==> src/rtl/driver_pkg.sv <==
// Shared command codes, error bit positions and the decoded-command type for
// the LED-driver receive model.
package driver_pkg;

    localparam int GS_WORD_W = 48;

    localparam logic [4:0] WRTGS     = 5'd1;
    localparam logic [4:0] LATGS     = 5'd3;
    localparam logic [4:0] WRTFC     = 5'd5;
    localparam logic [4:0] LINERESET = 5'd7;
    localparam logic [4:0] FCWRTEN   = 5'd15;

    localparam int ERR_UNKNOWN    = 0;
    localparam int ERR_FC_LOCKED  = 1;
    localparam int ERR_WORD_COUNT = 2;
    localparam int ERR_OVERFLOW   = 3;

    typedef enum logic [2:0] {
        CMD_NONE,
        CMD_WRTGS,
        CMD_LATGS,
        CMD_WRTFC,
        CMD_LINERESET,
        CMD_FCWRTEN,
        CMD_UNKNOWN
    } cmd_e;

    function automatic cmd_e decode_cmd(input logic [4:0] code);
        case (code)
            WRTGS:     return CMD_WRTGS;
            LATGS:     return CMD_LATGS;
            WRTFC:     return CMD_WRTFC;
            LINERESET: return CMD_LINERESET;
            FCWRTEN:   return CMD_FCWRTEN;
            default:   return CMD_UNKNOWN;
        endcase
    endfunction

endpackage

==> src/rtl/driver_lat_decoder.sv <==
// Counts SCLK edges with LAT high and raises a decode strobe on the SCLK edge
// where LAT is seen falling; also registers the reported command pulse.
module driver_lat_decoder
    import driver_pkg::*;
(
    input  logic       clk,
    input  logic       rst_n,
    input  logic       sclk_en,
    input  logic       lat,
    output logic       dec_stb,
    output cmd_e       dec_cmd,
    output logic       cmd_valid,
    output logic [4:0] cmd_code
);

    logic       lat_q,       lat_d;
    logic [4:0] lat_cnt_q,   lat_cnt_d;
    logic       cmd_valid_q, cmd_valid_d;
    logic [4:0] cmd_code_q,  cmd_code_d;

    always_ff @(posedge clk or negedge rst_n) begin
        if (!rst_n) begin
            lat_q       <= 1'b0;
            lat_cnt_q   <= '0;
            cmd_valid_q <= 1'b0;
            cmd_code_q  <= '0;
        end else begin
            lat_q       <= lat_d;
            lat_cnt_q   <= lat_cnt_d;
            cmd_valid_q <= cmd_valid_d;
            cmd_code_q  <= cmd_code_d;
        end
    end

    always_comb begin
        dec_stb     = sclk_en & ~lat & lat_q;
        dec_cmd     = dec_stb ? decode_cmd(lat_cnt_q) : CMD_NONE;
        lat_d       = sclk_en ? lat : lat_q;
        lat_cnt_d   = lat_cnt_q;
        if (dec_stb) begin
            lat_cnt_d = '0;
        end else if (sclk_en && lat && lat_cnt_q != 5'd31) begin
            lat_cnt_d = lat_cnt_q + 5'd1;
        end
        cmd_valid_d = dec_stb;
        cmd_code_d  = dec_stb ? lat_cnt_q : cmd_code_q;
    end

    assign cmd_valid = cmd_valid_q;
    assign cmd_code  = cmd_code_q;

endmodule

==> config.mk <==
export PLATFORM = sky130hd
export DESIGN_NAME = driver_lat_decoder
export DESIGN_NICKNAME = d
export VERILOG_FILES = /design/src/rtl/driver_pkg.sv /design/src/rtl/driver_lat_decoder.sv
export SDC_FILE = /design/constraint.sdc
export NUM_CORES = 1
export LEC_CHECK = 0
export BUFFER_PORTS_ARGS = -buffer_cell sky130_fd_sc_hd__buf_2
export CORE_MARGIN = 10
export CORE_UTILIZATION = 46
export DETAILED_ROUTE_END_ITERATION = 12
export GPL_TIMING_DRIVEN = 0
export PLACE_DENSITY_LB_ADDON = 0.12
export SLEW_MARGIN = 20
export SYNTH_ARGS = -nofsm -noshare
export SYNTH_HDL_FRONTEND = slang
export SYNTH_SLANG_ARGS = --single-unit
==> constraint.sdc <==
create_clock -name clk -period 1.7 [get_ports clk]
set_input_delay 0.17 -clock clk [delete_from_list [all_inputs] [get_ports clk]]
set_output_delay 0.17 -clock clk [all_outputs]
set_load 0.005 [all_outputs]
# Word level (Yosys, flattened, before mapping)
# Cells that the tools add are included.
[op_classes]
n_reduce_logical = 3
n_bitwise = 3
mux = 4
n_addsub = 1
n_eq_ne = 6
[ops]
columns = ["op", "count"]
rows = [
  ["one-hot mux 3 bit (5 select lines)", 1],
  ["== test 5 x 3 -> 1 bit (second input constant)", 2],
  ["two-way mux 5 bit", 2],
  ["adder 5 x 1 -> 5 bit (second input constant)", 1],
  ["== test 5 x 1 -> 1 bit (second input constant)", 1],
  ["== test 5 x 2 -> 1 bit (second input constant)", 1],
  ["== test 5 x 4 -> 1 bit (second input constant)", 1],
  ["!= test 5 bit (second input constant)", 1],
  ["two-way mux 3 bit", 1],
  ["bitwise AND 1 bit", 2],
  ["logical AND 1 bit", 2],
  ["nonzero test 2 bit", 1],
  ["NOT 1 bit", 1],
]
[word_totals]
output_inout_bits = 10
wordCells = 21
inputBits = 4
register_bits = 12

# Depth between registers and ports, before layout
[logic_depth]
word_depth = 4
ltp_mapped = 6
ltp_nobuf = 6

# Least setup slack after synthesis
# OpenSTA, ideal clock, no wires.
[synth_path]
path_kind = "reg-to-reg"
from = "reg lat_cnt_q[0]"
to = "reg lat_cnt_q[3]"
stages_incl_launch_ff = 7
n_path_buf = 0
setup_time_ns = 0.073
setup_slack_ns = -0.087
synth_period_minus_slack_ns = 1.787
arrival_ns = 1.714
required_time_ns = 1.627
cell_sequence = "dfrtp_1 ha_1 and3_1 ha_1 nand3b_1 or3_1 a21oi_2"
[synth_between]
elab_chain_cells = 3
elab_cells_between_ends = 6
cone_classes = "add/sub (1); eq/ne (1); mux (2); reduce/logical (2)"
[synth_rtl]
columns = ["item", "line_no", "text"]
rows = [
  ["start: declaration", "driver_lat_decoder.sv:17", "logic [4:0] lat_cnt_q, lat_cnt_d;"],
  ["start signal: assignment", "driver_lat_decoder.sv:29", "lat_cnt_q <= lat_cnt_d;"],
  ["adder 5 x 1 -> 5 bit or != test 5 bit (tied branches)", "driver_lat_decoder.sv:43, driver_lat_decoder.sv:42", ""],
  ["two-way mux 5 bit or logical AND 1 bit (tied branches)", "driver_lat_decoder.sv:42", "end else if (sclk_en && lat && lat_cnt_q != 5'd31) begin"],
  ["two-way mux 5 bit or nonzero test 2 bit (tied branches)", "-", ""],
]
# Several ways; a longest one is shown, not always the timed one. The select of a mux whose other input is x is not followed.
# A chain may end at the register's enable or synchronous reset.

# Worst setup path in the final report
[layout_path]
from = "reg lat_cnt_q[1]"
to = "out dec_cmd[1]"
[layout_between]
elab_chain_cells = 3
elab_cells_between_ends = 7
cone_classes = "eq/ne (5); mux (2)"
[layout_rtl]
columns = ["item", "line_no", "text"]
rows = [
  ["== test 5 x 4 -> 1 bit (tied with other cells)", "driver_pkg.sv:29", "case (code)"],
  ["one-hot mux 3 bit (5 select lines) *", "driver_pkg.sv:29", ""],
  ["two-way mux 3 bit *", "driver_lat_decoder.sv:37", "dec_cmd = dec_stb ? decode_cmd(lat_cnt_q) : CMD_NONE;"],
  ["end: declaration", "driver_lat_decoder.sv:11", "output cmd_e dec_cmd,"],
]
# Mark *: on every way between the ends. The rest lies on a longest branch, timed or not.

==> results.md <==
* Status: finished, violations left
* Failing checks: setup timing
* MaxCap Viol Count at 0
* Fraction of layout cells with a size suffix above 1 at 0.512
* Final period utilization at 1.09
* Ports at 14
* Hold Path Class: in2reg
* Synthesized instance count at 63
* Core Area at 1320 sq um
* Crit path kind: reg2out
* Die Span Y at 57.7 microns
* Number of flops mapped to enable cells by yosys at 0
* Slew Limit Headroom at 0.813
* Synth Cell Area at 653 sq um
* P per Cell Area at ~1400 nW/um^2
* Final setup fails at 3
* Clk_lat worst skew at 0.28 ns
* Routability Congestion at 0.792
* Place WS at -0.111 ns
* Final HPWL DP at 920 microns
* CTS tree: yes
* Die area at 3330 sq um
* Worst Max-Slew Pin Slew at between 0.2 and 0.3 ns
* Leak Pwr at about 0.44 nW
* Gr ovfl total at 0
* Syn nets at 71
* Drt wl/cell at approximately 14 microns
* Syn avg cell area at about 10 sq um
* Die Width at 57.7 microns
* Inserted Clock Buffers at 3
* Number of distinct library cells after synthesis at 29
* Buffers added on ports at 13
* Count leader, synth: dfrtp_1
* CTS clk-pin slew, worst paths at 0.07 ns
* First-pass GRT wire length at 2280 microns
* Site Rows at 13
* Initial antenna violation count at 0
* Area Overhead vs Synth at 39.5%
* RSZ-0062 raised after global routing: true
* Synthesis-stage register bit count at 12
* Largest net degree at the start of global routing at 13
* YS warnings at 0
* Final antenna-violating net count at 0
* CP Capture Type: primary output
* Synth top area cells: dfrtp_1, ha_1, o21ai_0, mux2_4, nor2_1
* Initial Util at 0.496
* Worst Path Arrival at ~1.7 ns
* Max Root-Sink Buffers at 2
* Sequential-to-total area share from yosys stat at 0.460
* Predominant post-synthesis flop cell: dfrtp_1
* Drt drc at 0
* CP Data Required Time at between 1.5 and 2 ns
* Via density at 5.21
* Final instance area at 911 sq um
* N_diodes at 0
* Gr usage total at 0.0877
* Final #Nets at 95
* Area of placed instances at 752 sq um
* Ys async rst share at 1.00
* Worst Setup SP: lat_cnt_q[1]
* CP Launch Type: flop
* Yosys top cell area share at 0.460
* H-tree lvl count at 1
* Synth area leader: dfrtp_1
* Final wirelength at 1410 microns
* Hold Fails Final Rpt at 0
* Peak supply drop at 0.000806 V
* Fmax at around 0.54 GHz
* Synth top cells by count: dfrtp_1, nor2_1, o21ai_0, ha_1
* Pre-Repair DR Iteration Count at 2
* Setup ws final at -0.158 ns
* FF-to-FF Start: lat_cnt_q[1]
* CTS root buffer: clkbuf_4
* Clock Skews at approximately 0.00042 ns
* Via Count at approximately 530
* Max Slew Vio Count at 0
* R2R setup slack at -0.10 ns
* Clk sinks at 12
* Hold path startpoint: lat
* Vias in the first global route at 500
* Worst Path Max Fanout at 5
* Fin crit period at approximately 1.9 ns
* Initial DRC count at 5
[state kept, by name, summed over array words and instances (netlist names)]
register,cells
cmd_code,5
cmd_valid,1
lat_cnt_q,5
lat_q,1
[final cells by class]
class | instances | area, sq um
Multi-Input combinational cell | 45 | 408
Fill cell | 94 | 407
Sequential cell | 12 | 302
Timing Repair Buffer | 19 | 116
Clock buffer | 4 | 36.3
Tap cell | 15 | 18.8
Inverter | 4 | 17.5
Buffer | 2 | 12.5
[routing by layer]
metal | track usage | wire length [microns] | vias to the layer above
li1 | - | - | 263
met1 | 0.0891 | 576 | 247
met2 | 0.138 | 702 | 11
met3 | 0.0501 | 108 | 5
met4 | 0.0503 | 25 | 0
met5 | 0 | 0 | -
[final timing paths]
| check | to | cells past startpoint |
|---|---|---|
| worst min register to register | cmd_code[4] | 2 |
| worst max register to register | lat_cnt_q[3] | 7 |
| min in group asynchronous | cmd_code[0] | 2 |
| max in group asynchronous | lat_cnt_q[0] | 2 |
| worst min-delay path | lat_q | 2 |
| worst max-delay path | dec_cmd[1] | 7 |
[critical path, cell delays in order (launching register included)]
cell and delay [ns]:
dfrtp_1 0.43, ha_4 0.18, and3_4 0.19, ha_4 0.18
nor2_4 0.09, o21ai_2 0.06, a31oi_1 0.15, buf_2 0.13
[power breakdown]
part           leakage, nW  total, mW  switching (mW)  internal [mW]
Combinational        0.262      0.569           0.257          0.311
Clock               0.0210      0.231           0.100          0.131
Sequential           0.154      0.434          0.0616          0.372
[repair_timing]
action | 4_1_cts | 5_1_grt
buffers inserted | 3 | 2
pin swaps | 5 | 6
hold endpoints to repair | 12 | 0
resized for setup | 5 | 14
hold buffers | 1 | 0
setup endpoints to repair | 4 | 4
[cells in the final DEF, fill, tap and decap left out, drive strengths merged]
cell,instances
nand4b,1
and3,1
ha,4
nor3b,1
a22o,1
clkbuf,4
a211oi,1
nor2,8
or3,1
nand3,1
xnor2,1
dlygate4sd3,1
and3b,1
nor3,1
mux2,4
nand3b,3
a31oi,1
a2bb2oi,1
inv,4
a21oi,2
buf,20
or2b,1
o21ai,6
mux2i,1
nand2,3
xor2,1
dfrtp,12
[per-stage QoR]
stage | hold slack [ns] | power, mW | TNS [ns] | instances | utilization
floorplan | -0.126 | 0.703 | 0 | 63 | -
global placement | 0.0595 | 0.817 | -0.0894 | 91 | 0.571
detailed placement | 0.0622 | 0.824 | -0.128 | 91 | 0.571
CTS | 0.195 | 1.11 | -0.202 | 99 | 0.641
global route | 0.205 | 1.33 | -0.867 | 101 | 0.691
finish | 0.200 | 1.23 | -0.354 | 101 | 0.691
[cells by family after synthesis]
kind of cell / after synthesis / share of synthesized area
flip-flops: 12 / 0.460
buffers and inverters: 6 / 0.0421
adder cells (fa/ha/maj): 4 / 0.0766
AO/OA/AOI/OAI: 12 / 0.115
AND/OR/NAND/NOR: 22 / 0.184
multiplexers: 5 / 0.0958
XOR/XNOR: 2 / 0.0268
Note: power is estimated with default switching activity, not from simulation.
